===== config.mk =====
export PLATFORM = sky130hd
export DESIGN_NAME = pc_gen
export DESIGN_NICKNAME = d
export VERILOG_FILES = /design/src/rtl/pc_gen.sv
export SDC_FILE = /design/constraint.sdc
export NUM_CORES = 1
export LEC_CHECK = 0
export BUFFER_PORTS_ARGS = -buffer_cell sky130_fd_sc_hd__clkbuf_2
export CAP_MARGIN = 30
export CORE_AREA = 2 2 115 117
export CTS_CLUSTER_DIAMETER = 60
export DETAILED_ROUTE_END_ITERATION = 6
export DIE_AREA = 0 0 117 119
export PLACE_DENSITY = 0.48
export SYNTH_ARGS = -nofsm -noshare
export SYNTH_HDL_FRONTEND = slang
export SYNTH_SLANG_ARGS = --single-unit

===== constraint.sdc =====
create_clock -name clk -period 5.64 [get_ports clk]
set_input_delay 1.41 -clock clk [delete_from_list [all_inputs] [get_ports clk]]
set_output_delay 1.41 -clock clk [all_outputs]
set_load 0.02 [all_outputs]

===== src/rtl/pc_gen.sv =====
// rtl/pc_gen.sv - fetch program-counter generator with optional return-address stack
// Optional RAS enabled by defining PC_GEN_RAS_EN.
module pc_gen #(
  parameter int               WIDTH     = 32,
  parameter int               STEP      = 4,
  parameter logic [WIDTH-1:0] RESET_VEC = '0,
  parameter logic [WIDTH-1:0] EXC_VEC   = WIDTH'(32'h80),
  parameter int               RAS_DEPTH = 4
) (
  input  logic             clk,
  input  logic             rst,
  input  logic             enable,
  input  logic             load,
  input  logic [WIDTH-1:0] in,
  input  logic             call,
  input  logic             ret,
  input  logic             exc,
  output logic [WIDTH-1:0] pc,
  output logic [WIDTH-1:0] pc_next,
  output logic [4:0]       ras_count,
  output logic             ras_empty,
  output logic             ras_full,
  output logic             misalign,
  output logic             ras_underflow
);

  localparam logic [WIDTH-1:0] STEP_W   = WIDTH'(STEP);
  localparam logic [WIDTH-1:0] LOW_MASK = STEP_W - WIDTH'(1);

  logic             accept;
  logic [WIDTH-1:0] seq_pc;
  logic [WIDTH-1:0] load_tgt;
  logic             ret_hit;
  logic [WIDTH-1:0] ras_top;
  logic             underflow_d;
  logic             misalign_q;
  logic             underflow_q;
  logic [WIDTH-1:0] pc_q;

  // exc alone may advance the PC while stalled; everything else needs enable
  assign accept   = enable & ~exc;
  assign seq_pc   = pc_q + STEP_W;
  assign load_tgt = in & ~LOW_MASK;

`ifdef PC_GEN_RAS_EN
  localparam int PW = $clog2(RAS_DEPTH);

  logic [WIDTH-1:0] ras_mem [RAS_DEPTH];
  logic [PW-1:0]    ptr_q;
  logic [4:0]       cnt_q;
  logic [PW-1:0]    top_idx;
  logic             has_entry;
  logic             do_push;
  logic             replace_top;
  logic             do_pop;

  assign top_idx     = ptr_q - PW'(1);
  assign has_entry   = (cnt_q != 5'd0);
  assign ras_top     = ras_mem[top_idx];
  assign ret_hit     = ret & has_entry;
  assign do_push     = accept & call;
  assign replace_top = accept & call & ret & has_entry;
  assign do_pop      = accept & ret & ~call & has_entry;
  assign underflow_d = accept & ret & ~has_entry;

  // call+ret with entries rewrites the top in place instead of pop-then-push
  always_ff @(posedge clk) begin
    if (do_push) begin
      if (replace_top) ras_mem[top_idx] <= seq_pc;
      else             ras_mem[ptr_q]   <= seq_pc;
    end
  end

  always_ff @(posedge clk or negedge rst) begin
    if (!rst) begin
      ptr_q <= '0;
      cnt_q <= 5'd0;
    end else if (exc) begin
      ptr_q <= '0;
      cnt_q <= 5'd0;
    end else if (do_push && !replace_top) begin
      ptr_q <= ptr_q + PW'(1);
      if (cnt_q != 5'(RAS_DEPTH)) cnt_q <= cnt_q + 5'd1;
    end else if (do_pop) begin
      ptr_q <= top_idx;
      cnt_q <= cnt_q - 5'd1;
    end
  end

  assign ras_count = cnt_q;
  assign ras_empty = (cnt_q == 5'd0);
  assign ras_full  = (cnt_q == 5'(RAS_DEPTH));
`else
  logic unused_ras_inputs;

  assign unused_ras_inputs = &{1'b0, call, ret};
  assign ret_hit     = 1'b0;
  assign ras_top     = '0;
  assign underflow_d = 1'b0;
  assign ras_count   = 5'd0;
  assign ras_empty   = 1'b1;
  assign ras_full    = 1'b0;
`endif

  always_comb begin
    pc_next = seq_pc;
    if (exc)          pc_next = EXC_VEC;
    else if (load)    pc_next = load_tgt;
    else if (ret_hit) pc_next = ras_top;
  end

  always_ff @(posedge clk or negedge rst) begin
    if (!rst) begin
      pc_q        <= RESET_VEC;
      misalign_q  <= 1'b0;
      underflow_q <= 1'b0;
    end else begin
      if (exc || enable) pc_q <= pc_next;
      misalign_q  <= accept & load & (|(in & LOW_MASK));
      underflow_q <= underflow_d;
    end
  end

  assign pc            = pc_q;
  assign misalign      = misalign_q;
  assign ras_underflow = underflow_q;

endmodule


==> metrics.txt <==
# TYPE chip_impl_metric gauge
chip_impl_info{name="outcome",value="finished, final reports clean"} 1
chip_impl_metric{name="grt_pass1_vias",unit=""} 3425
chip_impl_metric{name="grt_overflow_total",unit=""} 0
chip_impl_metric{name="dr_total_vias",unit=""} 3491
chip_impl_metric{name="drt_first_iter_violations",unit=""} 210
chip_impl_metric{name="number_of_clock_buffers_inserted_by_tritoncts",unit=""} 5
chip_impl_metric{name="n_antenna_cell",unit=""} 0
chip_impl_metric{name="totalPowerFinal",unit="mW"} 0.7227
chip_impl_metric{name="synthCells",unit=""} 415
chip_impl_metric{name="groute.usage.overall",unit="%"} 17.02
chip_impl_metric{name="final_cells",unit=""} 659
chip_impl_metric{name="worstPathRequired",unit="ns"} 4.23
chip_impl_info{name="worstPathCellList",value="ha_1 -> nand3_1 -> nor3_2 -> a211oi_1 -> a2111oi_0 -> clkbuf_2"} 1
chip_impl_metric{name="crit_arrival",unit="ns"} 3.09
chip_impl_metric{name="detail_route.drc_violations",unit=""} 0
chip_impl_metric{name="critical_path.max_stage_delay",unit="ns"} 0.64
chip_impl_metric{name="clock_path_buffers",unit=""} 2
chip_impl_metric{name="worst-path-max-fanout",unit=""} 13
chip_impl_metric{name="final_min_period_over_clock_period",unit="%"} 79.80
chip_impl_info{name="tritoncts",value="yes"} 1
chip_impl_metric{name="flow.area_growth_from_synthesis",unit="%"} 22.28
chip_impl_metric{name="timing.clock.skew",unit="ns"} 0.006583
chip_impl_info{name="synth_area_leader_cell",value="sky130_fd_sc_hd__dfrtp_1"} 1
chip_impl_info{name="synth_top_cells_by_area",value="sky130_fd_sc_hd__dfrtp_1 26%, sky130_fd_sc_hd__nor2_1 4.3%, sky130_fd_sc_hd__a21oi_1 3.7%"} 1
chip_impl_metric{name="floorplan.initialDensity",unit="%"} 24.33
chip_impl_metric{name="cts.htree.levels",unit=""} 2
chip_impl_metric{name="stdcell_area",unit="sq um"} 3831
chip_impl_metric{name="timing.fmax",unit="GHz"} 0.2222
chip_impl_metric{name="clk_latency",unit="ns"} 0.28
chip_impl_info{name="setup.worst_path.class",value="reg2out"} 1
chip_impl_info{name="grt_setup_unrepaired",value="no"} 1
chip_impl_metric{name="floorplan.rows",unit=""} 42
chip_impl_metric{name="path_clk_slew",unit="ns"} 0.05
chip_impl_metric{name="yosysTopAreaCellShare",unit="%"} 26.36
chip_impl_metric{name="max_slew.worst_pin.slew",unit="ns"} 0.8709
chip_impl_metric{name="vdd.ir_drop.worst",unit="V"} 0.0001298
chip_impl_metric{name="pin_count_of_the_biggest_net_entering_global_routing",unit=""} 48
chip_impl_metric{name="hold_viol",unit=""} 0
chip_impl_metric{name="post-route-min-period",unit="ns"} 4.501
chip_impl_info{name="synth_most_common_cell",value="sky130_fd_sc_hd__nor2_1"} 1
chip_impl_info{name="critical_path.startpoint_type",value="flip-flop"} 1
chip_impl_info{name="synth_top_cells_by_count",value="36 x sky130_fd_sc_hd__nor2_1, 33 x sky130_fd_sc_hd__dfrtp_1, 27 x sky130_fd_sc_hd__clkbuf_1"} 1
chip_impl_metric{name="floorplan.die.height",unit="um"} 119
chip_impl_metric{name="cts_hold_buf",unit=""} 0
chip_impl_metric{name="synth_area",unit="sq um"} 3133
chip_impl_metric{name="cts.sinks",unit=""} 33
chip_impl_metric{name="post_synth_num_cell_types",unit=""} 64
chip_impl_metric{name="synth-async-reset-ratio",unit="%"} 100.0
chip_impl_metric{name="postSynthRegisterBits",unit=""} 33
chip_impl_metric{name="slew_violations",unit=""} 0
chip_impl_metric{name="dp_cell_count",unit=""} 653
chip_impl_metric{name="max-slew-margin-rel",unit="%"} 41.58
chip_impl_info{name="slowest_stage_cell_on_the_critical_path",value="sky130_fd_sc_hd__nor3_2"} 1
chip_impl_info{name="setup.worst_path.end_class",value="output pin"} 1
chip_impl_metric{name="drt.antenna.violating_nets",unit=""} 0
chip_impl_info{name="min-delay-path-class",value="reg2reg"} 1
chip_impl_metric{name="yosys_warnings",unit=""} 0
chip_impl_info{name="cts.root.buffer_cell",value="sky130_fd_sc_hd__clkbuf_16"} 1
chip_impl_metric{name="routedWlPerCell",unit="um"} 17.70
chip_impl_metric{name="crit_buf_inv",unit=""} 1
chip_impl_metric{name="die_area",unit="sq um"} 13920
chip_impl_metric{name="first_pass_iters",unit=""} 5
chip_impl_metric{name="dpl_hpwl",unit="um"} 8321
chip_impl_metric{name="design.core.area",unit="sq um"} 12870
chip_impl_metric{name="synthesis.area_per_instance",unit="sq um"} 7.549
chip_impl_metric{name="initial_antenna_violation_count",unit=""} 0
chip_impl_metric{name="floorplan.io_pins",unit=""} 112
chip_impl_info{name="dominantRegCellSynth",value="sky130_fd_sc_hd__dfrtp_1"} 1
chip_impl_metric{name="fin_tns_setup",unit="ns"} 0
chip_impl_metric{name="grt_first_pass_wirelength",unit="um"} 18660
chip_impl_metric{name="cts.repair.resized",unit=""} 0
chip_impl_metric{name="gp_routability_congestion",unit=""} 0.8021
chip_impl_metric{name="finish.net_count",unit=""} 524
chip_impl_metric{name="power.density",unit="nW/um^2"} 188.6
chip_impl_metric{name="cellLeakagePower",unit="nW"} 1.571
chip_impl_metric{name="fp.dieW",unit="um"} 117
chip_impl_metric{name="portBuffers",unit=""} 101
chip_impl_info{name="worst_path_dominant_cell_family",value="simple AND/OR/NAND/NOR gates"} 1
chip_impl_metric{name="detail_route.wirelength",unit="um"} 11670
chip_impl_metric{name="drv_cap",unit=""} 0
chip_impl_metric{name="dpl_cell_area",unit="sq um"} 3701
chip_impl_metric{name="sequential_fraction_of_the_synthesis_area",unit="%"} 26.36
chip_impl_metric{name="drt-vias-per-instance",unit=""} 5.297
chip_impl_metric{name="cts_setup_buffers",unit=""} 0
chip_impl_metric{name="post_route_cells_drive_above_1_share",unit="%"} 26.29
chip_impl_metric{name="synth_enable_flop_cells",unit=""} 0
chip_impl_metric{name="final-setup-viol-count",unit=""} 0
## final timing paths
kind,startpoint,endpoint,slack (ns),cells past startpoint
min reg2reg,pc[1],pc[1],0.56,1
max,pc[2],pc_next[26],1.14,6
max reg2reg,pc[2],pc[24],3.00,5
min in group asynchronous,rst,pc[17],1.04,1
max in group asynchronous,rst,pc[9],4.13,2
min,pc[1],pc[1],0.56,1
## cells in the final DEF, fill, tap and decap left out, drive strengths merged, types with 6 or more instances in the layout
| master | netlist | layout |
|---|---|---|
| clkbuf | 31 | 106 |
| nor2 | 36 | 36 |
| dfrtp | 33 | 33 |
| nand2 | 25 | 25 |
| a21oi | 23 | 23 |
| nor3 | 20 | 20 |
| nand3 | 18 | 18 |
| o21ai | 18 | 18 |
| a211oi | 14 | 14 |
| inv | 13 | 13 |
| a31oi | 12 | 12 |
| nor4 | 12 | 12 |
| nand4 | 11 | 11 |
| nor2b | 8 | 8 |
| conb | 2 | 8 |
| and3 | 7 | 7 |
| xnor2 | 7 | 7 |
| a22oi | 7 | 7 |
| o211ai | 7 | 7 |
| a2111oi | 7 | 7 |
| buf | 21 | 7 |
| or4 | 7 | 7 |
| and4 | 6 | 6 |
| or3 | 6 | 6 |
## stage by stage
stage	utilization (%)	hold slack (ns)	worst slack (ns)
after global placement	28.59	0.5474	1.182
after detailed placement	28.75	0.5457	1.126
final	29.76	0.5618	1.139
after floorplan	-	0.6438	1.075
after global routing	29.76	0.5852	0.8830
after CTS	29.76	0.5611	1.134
## per-layer routing
layer	GRT usage, %	wire length [um]	up-vias
li1	-	-	1694
met1	23.22	5200	1663
met2	27.85	5608	121
met3	2.799	675	13
met4	4.265	182	0
met5	0	0	-
## layout make-up
class | count | area, sq um
sequential | 33 | 825.8
clock buffer | 5 | 125.1
timing repair buffer | 108 | 570.5
inverter | 14 | 52.55
fill | 1412 | 9044
tap | 176 | 220.2
clock inverter | 1 | 5.005
multi-input combinational | 322 | 2032
## flip-flops by register name, summed over array words and instances (netlist names)
register / flops
pc: 32
misalign: 1
## where the power goes
group	internal [mW]	leakage [nW]	switching [mW]
Combinational	0.0651	1.06	0.121
Clock	0.158	0.0655	0.104
Sequential	0.249	0.443	0.0263
## worst reg2reg max path: cells and delay by family, from the launching register on
family,cells,cell delay [ns]
AOI/OAI and AO/OA,1,0.14
DFF,1,0.45
adders and majority gates,1,0.26
and+or+nand+nor,3,1.72
## cell families after synthesis
group / synth area share [%]
simple gates: 29.47
compound gates: 28.28
buf+inv: 9.704
flops: 26.36
xor+xnor: 2.796
mux: 2.756
other cells: 0.2397
fa+ha+maj: 0.3993
No activity file was read; power rests on OpenSTA's default activity.
